File: src/rtl/dmem_port_arbiter.sv
// Two-port arbiter and access sequencer for the single-ported big-endian data memory.
// Port A (pipeline MEM stage) has priority; port B (debug/DMA) gets a starvation-guard slot.
module dmem_port_arbiter #(
  parameter int MEM_BYTES = 1024,
  parameter int MAX_WAIT  = 4,
  parameter int DATA_W    = 32
) (
  input  logic              clk,
  input  logic              rst,
  input  logic              a_req,
  input  logic              a_we,
  input  logic [31:0]       a_addr,
  input  logic [DATA_W-1:0] a_wdata,
  output logic              a_gnt,
  output logic              a_stall,
  output logic              a_rvalid,
  output logic              a_err,
  output logic [DATA_W-1:0] a_rdata,
  input  logic              b_req,
  input  logic              b_we,
  input  logic [31:0]       b_addr,
  input  logic [DATA_W-1:0] b_wdata,
  output logic              b_gnt,
  output logic              b_rvalid,
  output logic              b_err,
  output logic [DATA_W-1:0] b_rdata,
  output logic              mem_re,
  output logic              mem_we,
  output logic [31:0]       mem_addr,
  output logic [DATA_W-1:0] mem_wdata,
  input  logic [DATA_W-1:0] mem_rdata,
  output logic [15:0]       forced_cnt
);

  localparam logic [31:0] LAST_WORD = 32'(MEM_BYTES - 4);
  localparam logic [3:0]  WAIT_LIM  = 4'(MAX_WAIT);

  function automatic logic [15:0] sat_inc16(input logic [15:0] v);
    return (v == 16'hFFFF) ? v : v + 16'd1;
  endfunction

  function automatic logic [3:0] sat_inc4(input logic [3:0] v);
    return (v == 4'hF) ? v : v + 4'd1;
  endfunction

  function automatic logic addr_bad(input logic [31:0] addr);
    return (addr[1:0] != 2'b00) || (addr > LAST_WORD);
  endfunction

  logic [3:0] b_wait;
  logic       force_b;

  logic              gnt_p0;
  logic              port_p0;
  logic              we_p0;
  logic [31:0]       addr_p0;
  logic [DATA_W-1:0] wdata_p0;

  logic              vld_p1;
  logic              port_p1;
  logic              we_p1;
  logic              err_p1;
  logic [31:0]       addr_p1;
  logic [DATA_W-1:0] wdata_p1;
  logic              issue_p1;

  logic              vld_p2;
  logic              port_p2;
  logic              err_p2;
  logic [DATA_W-1:0] rdata_p2;

  // Stage p0: grant selection (combinational, single grant per cycle)
  assign force_b = b_req && (b_wait == WAIT_LIM);

  always_comb begin
    a_gnt    = 1'b0;
    b_gnt    = 1'b0;
    if (!rst) begin
      a_gnt = a_req && !force_b;
      b_gnt = b_req && (!a_req || force_b);
    end
    a_stall  = !rst && a_req && !a_gnt;
    gnt_p0   = a_gnt || b_gnt;
    port_p0  = b_gnt;
    we_p0    = b_gnt ? b_we    : a_we;
    addr_p0  = b_gnt ? b_addr  : a_addr;
    wdata_p0 = b_gnt ? b_wdata : a_wdata;
  end

  always_ff @(posedge clk) begin
    if (rst) begin
      b_wait     <= 4'd0;
      forced_cnt <= 16'd0;
    end else begin
      if (!b_req || b_gnt) begin
        b_wait <= 4'd0;
      end else begin
        b_wait <= sat_inc4(b_wait);
      end
      if (b_gnt && force_b) begin
        forced_cnt <= sat_inc16(forced_cnt);
      end
    end
  end

  // Stage p1: command register and memory issue
  always_ff @(posedge clk) begin
    if (rst) begin
      vld_p1 <= 1'b0;
    end else begin
      vld_p1 <= gnt_p0;
    end
  end

  always_ff @(posedge clk) begin
    if (gnt_p0) begin
      port_p1  <= port_p0;
      we_p1    <= we_p0;
      addr_p1  <= addr_p0;
      wdata_p1 <= wdata_p0;
      err_p1   <= addr_bad(addr_p0);
    end
  end

  // Reset in the issue cycle suppresses the memory access of a dropped command.
  assign issue_p1  = vld_p1 && !err_p1 && !rst;
  assign mem_re    = issue_p1 && !we_p1;
  assign mem_we    = issue_p1 && we_p1;
  assign mem_addr  = issue_p1 ? addr_p1  : 32'd0;
  assign mem_wdata = issue_p1 ? wdata_p1 : '0;

  // Stage p2: response register
  always_ff @(posedge clk) begin
    if (rst) begin
      vld_p2 <= 1'b0;
    end else begin
      vld_p2 <= vld_p1;
    end
  end

  always_ff @(posedge clk) begin
    if (vld_p1) begin
      port_p2  <= port_p1;
      err_p2   <= err_p1;
      rdata_p2 <= mem_re ? mem_rdata : '0;
    end
  end

  always_comb begin
    a_rvalid = vld_p2 && !port_p2 && !rst;
    b_rvalid = vld_p2 && port_p2 && !rst;
    a_err    = a_rvalid && err_p2;
    b_err    = b_rvalid && err_p2;
    a_rdata  = a_rvalid ? rdata_p2 : '0;
    b_rdata  = b_rvalid ? rdata_p2 : '0;
  end

endmodule

File: config.mk
export PLATFORM = sky130hd
export DESIGN_NAME = dmem_port_arbiter
export DESIGN_NICKNAME = d
export VERILOG_FILES = /design/src/rtl/dmem_port_arbiter.sv
export SDC_FILE = /design/constraint.sdc
export NUM_CORES = 1
export LEC_CHECK = 0
export ABC_CLOCK_PERIOD_IN_PS = 6700
export CAP_MARGIN = 30
export CORE_ASPECT_RATIO = 1.25
export CORE_MARGIN = 10
export CORE_UTILIZATION = 44
export DETAILED_ROUTE_END_ITERATION = 10
export PLACE_DENSITY_LB_ADDON = 0.3
export REMOVE_ABC_BUFFERS = 1
export SYNTH_ARGS = -nofsm -noshare
export SYNTH_HDL_FRONTEND = slang
export SYNTH_SLANG_ARGS = --single-unit
File: constraint.sdc
create_clock -name clk -period 6.7 [get_ports clk]
set_input_delay 1.005 -clock clk [delete_from_list [all_inputs] [get_ports clk]]
set_output_delay 1.005 -clock clk [all_outputs]
set_load 0.05 [all_outputs]
# Word-level counts from Yosys, hierarchy flattened
# Cells that the tools add are included.
[totals] elab_cells=59 reg_bits=123 inputBits=166 out_inout_bits=153
[op_classes] n_reduce_logical=31 n_eq_ne=3 n_lt_le_gt_ge=1 add_sub_neg=2 n_mux=9 bitwise_logic=1
[op_table] op="$mux W32" count=6
[op_table] op="$gt A32 B10 Y1 const B" count=1
[op_table] op="$add A16 B1 Y16 const B" count=1
[op_table] op="$eq A16 B16 Y1 const B" count=1
[op_table] op="$logic_and A1 B1 Y1" count=16
[op_table] op="$logic_not A1 Y1" count=8
[op_table] op="$add A4 B1 Y4 const B" count=1
[op_table] op="$eq A4 B3 Y1 const B" count=1
[op_table] op="$eq A4 B4 Y1 const B" count=1
[op_table] op="$logic_or A1 B1 Y1" count=4
[op_table] op="$mux W1" count=3
[op_table] op="$reduce_and A2 Y1" count=1
[op_table] op="$reduce_bool A2 Y1" count=1
[op_table] op="$reduce_or A2 Y1" count=1
[op_table] op="$not A1 Y1" count=1

# Logic depth before layout (Yosys ltp)
[logic_depth] depth_word=8 mapped_depth=7 ltp_nobuf=6

# Worst setup path before layout
# OpenSTA, ideal clock, no wires.
[synth_timing] kind="input to register" start="input rst" end="register addr_p1[0], enable pin" arrival_time_ps=4231 path_buffers=2 t_required_ps=6206 slack_ps=1975 setup_ps=494 path_stages=3 cell_sequence="clkbuf_1 clkbuf_1 nor2_1"
[synth_via] elab_chain_len=2 word_cells_on_any_way=3 cone_classes="2 x mux; 1 x reduce/logical"
[synth_rtl] element="from (decl)" line="9" rtl="input logic rst,"
[synth_rtl] element="$mux W1" line="78" rtl="if (!rst) begin"
[synth_rtl] element="$logic_or A1 B1 Y1 *" line="83" rtl="gnt_p0 = a_gnt || b_gnt;"
[synth_rtl] element="via gnt_p0" line="53" rtl="logic gnt_p0;"
[synth_rtl] element="to (signal assigned)" line="119" rtl="addr_p1 <= addr_p0;"
[synth_rtl] element="to (decl)" line="63" rtl="logic [31:0] addr_p1;"
# The timed path passes the listed nets; every way through them passes the cells marked *.
# A chain may end at the register's enable or synchronous reset.

# Worst setup path after layout
[layout_timing] start="input rst" end="output mem_addr[12]"
[layout_via] elab_chain_len=3
[layout_rtl] element="$logic_not A1 Y1" line="126" rtl="assign issue_p1 = vld_p1 && !err_p1 && !rst;"
[layout_rtl] element="$logic_and A1 B1 Y1" line="126"
[layout_rtl] element="$mux W32" line="129" rtl="assign mem_addr = issue_p1 ? addr_p1 : 32'd0;"
[layout_rtl] element="to (decl)" line="29" rtl="output logic [31:0] mem_addr,"
# No other way between the ends.

==> impl_metrics.yaml <==
sta:
  finalSetupViolations: 0
  drv_slew: 0
  tightest_slew_ps: 880
  fmax_mhz: 210
  hold_viol: 0
  final.setup.tns_ps: 0
  skew_ps: 10.5
  relSlewSlack: 0.413
  rsz0062_at_grt: "false"
  fin_crit_sh: 0.710
  period_needed_ps: 4760
critical_path:
  critical-path-max-stage-delay_ps: 810
  start_kind: "input pin"
  crit_type: "in2out"
  slowest_stage: "clkdlybuf4s50_1"
  cp.arrival_ps: 3750
  worst_setup_path_end_kind: "output pin"
  cp.required_ps: 5690
  cp_max_fo: 35
  worstPathCellList: "clkdlybuf4s50_1 > buf_4 > nor2b_1 > nor2b_4 > buf_4 > and2_1 > clkdlybuf4s50_1"
routing:
  wl_per_cell_um: 21.5
  antenna_left: 0
  vias: 5395
  drt_iter0_drc: 379
  drt-total-wl_mm: 21.9
  dr.pass1.iters: 5
  remaining_drc_errors: 0
  avgViaCountPerCell: 5.29
clock_tree:
  cts_buffer_depth: 2
  cts-root-buf: "clkbuf_16"
  cts-resized-gates: 0
  post_cts_buffers: 0
  ctsHtreeMaxLevel: 4
  worstSkewPairLatency_ps: 410
  cts_tree: "yes"
  ctsHoldBuffers: 0
  clk_pin_slew_worst_paths_ps: 50
  numCtsBuffers: 17
  clock_sinks: 123
global_route:
  overflow: 0
  track_usage: 0.218
  grt_pass1_vias: 5777
  grt_pass1_wl_mm: 33.4
  grt_max_degree: 69
  grt_antenna_before_repair: 1
die:
  num_io_pins: 319
  start_util: 0.450
  rows: 48
  chipHeight_um: 153
  dieArea_sq_um: 19300
  core_sq_um: 13800
  die_x_um: 126
placed_design:
  placed_cell_area_sq_um: 9580
  gp_congestion: 0.907
  post-place-cells: 987
  hpwlAfterDp_mm: 17.3
  portBuffers: 318
yosys:
  ys_dominant_reg_cell: "edfxtp_1"
  synth_cells: 514
  async_reset_ff_frac: 0
  yosysMostFrequentCell: "and2_1"
  synth_seq_cells: 123
  yosysWarnings: 0
  synth-edff-count: 101
  yosys-top-cells-count: "and2_1 (163), edfxtp_1 (101), mux2_2 (67), dfxtp_1 (22), clkbuf_1 (19)"
  syn-cell-area_sq_um: 6220
  yosysTopAreaCell: "edfxtp_1"
  synth.top_cell.area_share: 0.487
  ys_types: 44
  synth_area_leaders: "edfxtp_1 (49%), and2_1 (16%), mux2_2 (12%)"
  yosysSeqAreaShare: 0.558
  avgSynthCellArea_sq_um: 12.1
pwr:
  p_leak_nw: 3.57
  powerDensity_nw_per_um2: 205
  ir_drop_uv: 149
finish:
  syn2layout_area_growth_pct: 63.6
  stdcell_area_sq_um: 10200
  final_cells: 1020
  nets: 1000
  drive_gt1_frac: 0.130
  finalCoreUtilization: 0.737
worst_hold_path:
  hold_path_class: "reg2reg"
flow_run:
  max_cap_viol_count: 0
outcome:
  outcome: "complete, no violations"
## layout by cell type, fill, tap and decap left out, types with 4 or more instances in the layout
master,n
nor2b_1,4
nand2_1,8
buf_4,7
dfxtp_1,22
clkbuf_16,17
mux2_2,67
clkbuf_1,5
nor4_1,13
nand3_1,9
clkdlybuf4s50_1,318
nor3_1,8
o31ai_1,5
nor2_1,11
or4_1,5
and2_1,163
a31oi_1,4
and4_1,4
edfxtp_1,101
a21oi_1,12
o41ai_1,4
nand4_1,8
inv_1,5
## path summary, 6_finish.rpt
kind / start / to / depth (start not counted) / slack (ps)
hold reg to reg: port_p1 / port_p2 / 0 / 420
hold / removal: port_p1 / port_p2 / 0 / 420
setup / recovery: rst / mem_addr[12] / 7 / 1940
setup reg to reg: b_wait[0] / wdata_p1[10] / 6 / 4350
## logic make-up (layout without fill, tap and decap cells)
logic type,Yosys count,after routing,synth area share
flops,123,123,0.558
mux,68,68,0.123
fa+ha+maj,3,3,0.00603
other cells,0,1,0
compound gates,34,34,0.0358
xor+xnor,1,1,0.00141
buf+inv,32,362,0.0227
simple gates,253,253,0.253
## per-layer routing
| metal | track usage | share of wire | vias up |
|---|---|---|---|
| li1 | - | - | 2505 |
| met1 | 0.216 | 0.34 | 2525 |
| met2 | 0.384 | 0.52 | 334 |
| met3 | 0.108 | 0.12 | 31 |
| met4 | 0.0766 | 0.016 | 0 |
| met5 | 0 | 0 | - |
## critical path, delay by kind of cell
family | cells | cell delay, ps
buffers and inverters | 4 | 1820
and+or+nand+nor | 3 | 890
## state kept, by name, summed over array words and instances, names as in the netlist
| register | flops |
|---|---|
| vld_p2 | 1 |
| wdata_p1 | 32 |
| port_p2 | 1 |
| err_p2 | 1 |
| addr_p1 | 32 |
| vld_p1 | 1 |
| port_p1 | 1 |
| rdata_p2 | 32 |
| err_p1 | 1 |
| b_wait | 4 |
| we_p1 | 1 |
| forced_cnt | 16 |
## metrics by stage
stage / setup WS (ps) / power (W) / hold slack, ps
final: 1940 / 0.00209 / 420
after global placement: 2020 / 0.00117 / 405
after CTS: 1950 / 0.00210 / 422
after floorplan: 1550 / 0.00102 / 400
after detailed placement: 1960 / 0.00118 / 407
after global routing: 1780 / 0.00216 / 440
## area by class of cell
type	instances	area (sq um)
inverters	5	18.8
diodes	1	2.50
multi-input cells	359	2640
flip-flops and latches	123	3470
repair buffers	325	3240
well taps	175	219
fillers	944	3630
clock inverters	7	113
clock buffers	25	485
## power by group
group          internal, W  switching [W]
registers         0.000876      0.0000161
clock network     0.000613       0.000315
logic             0.000146       0.000124
Power figures use the tool's default switching activity.
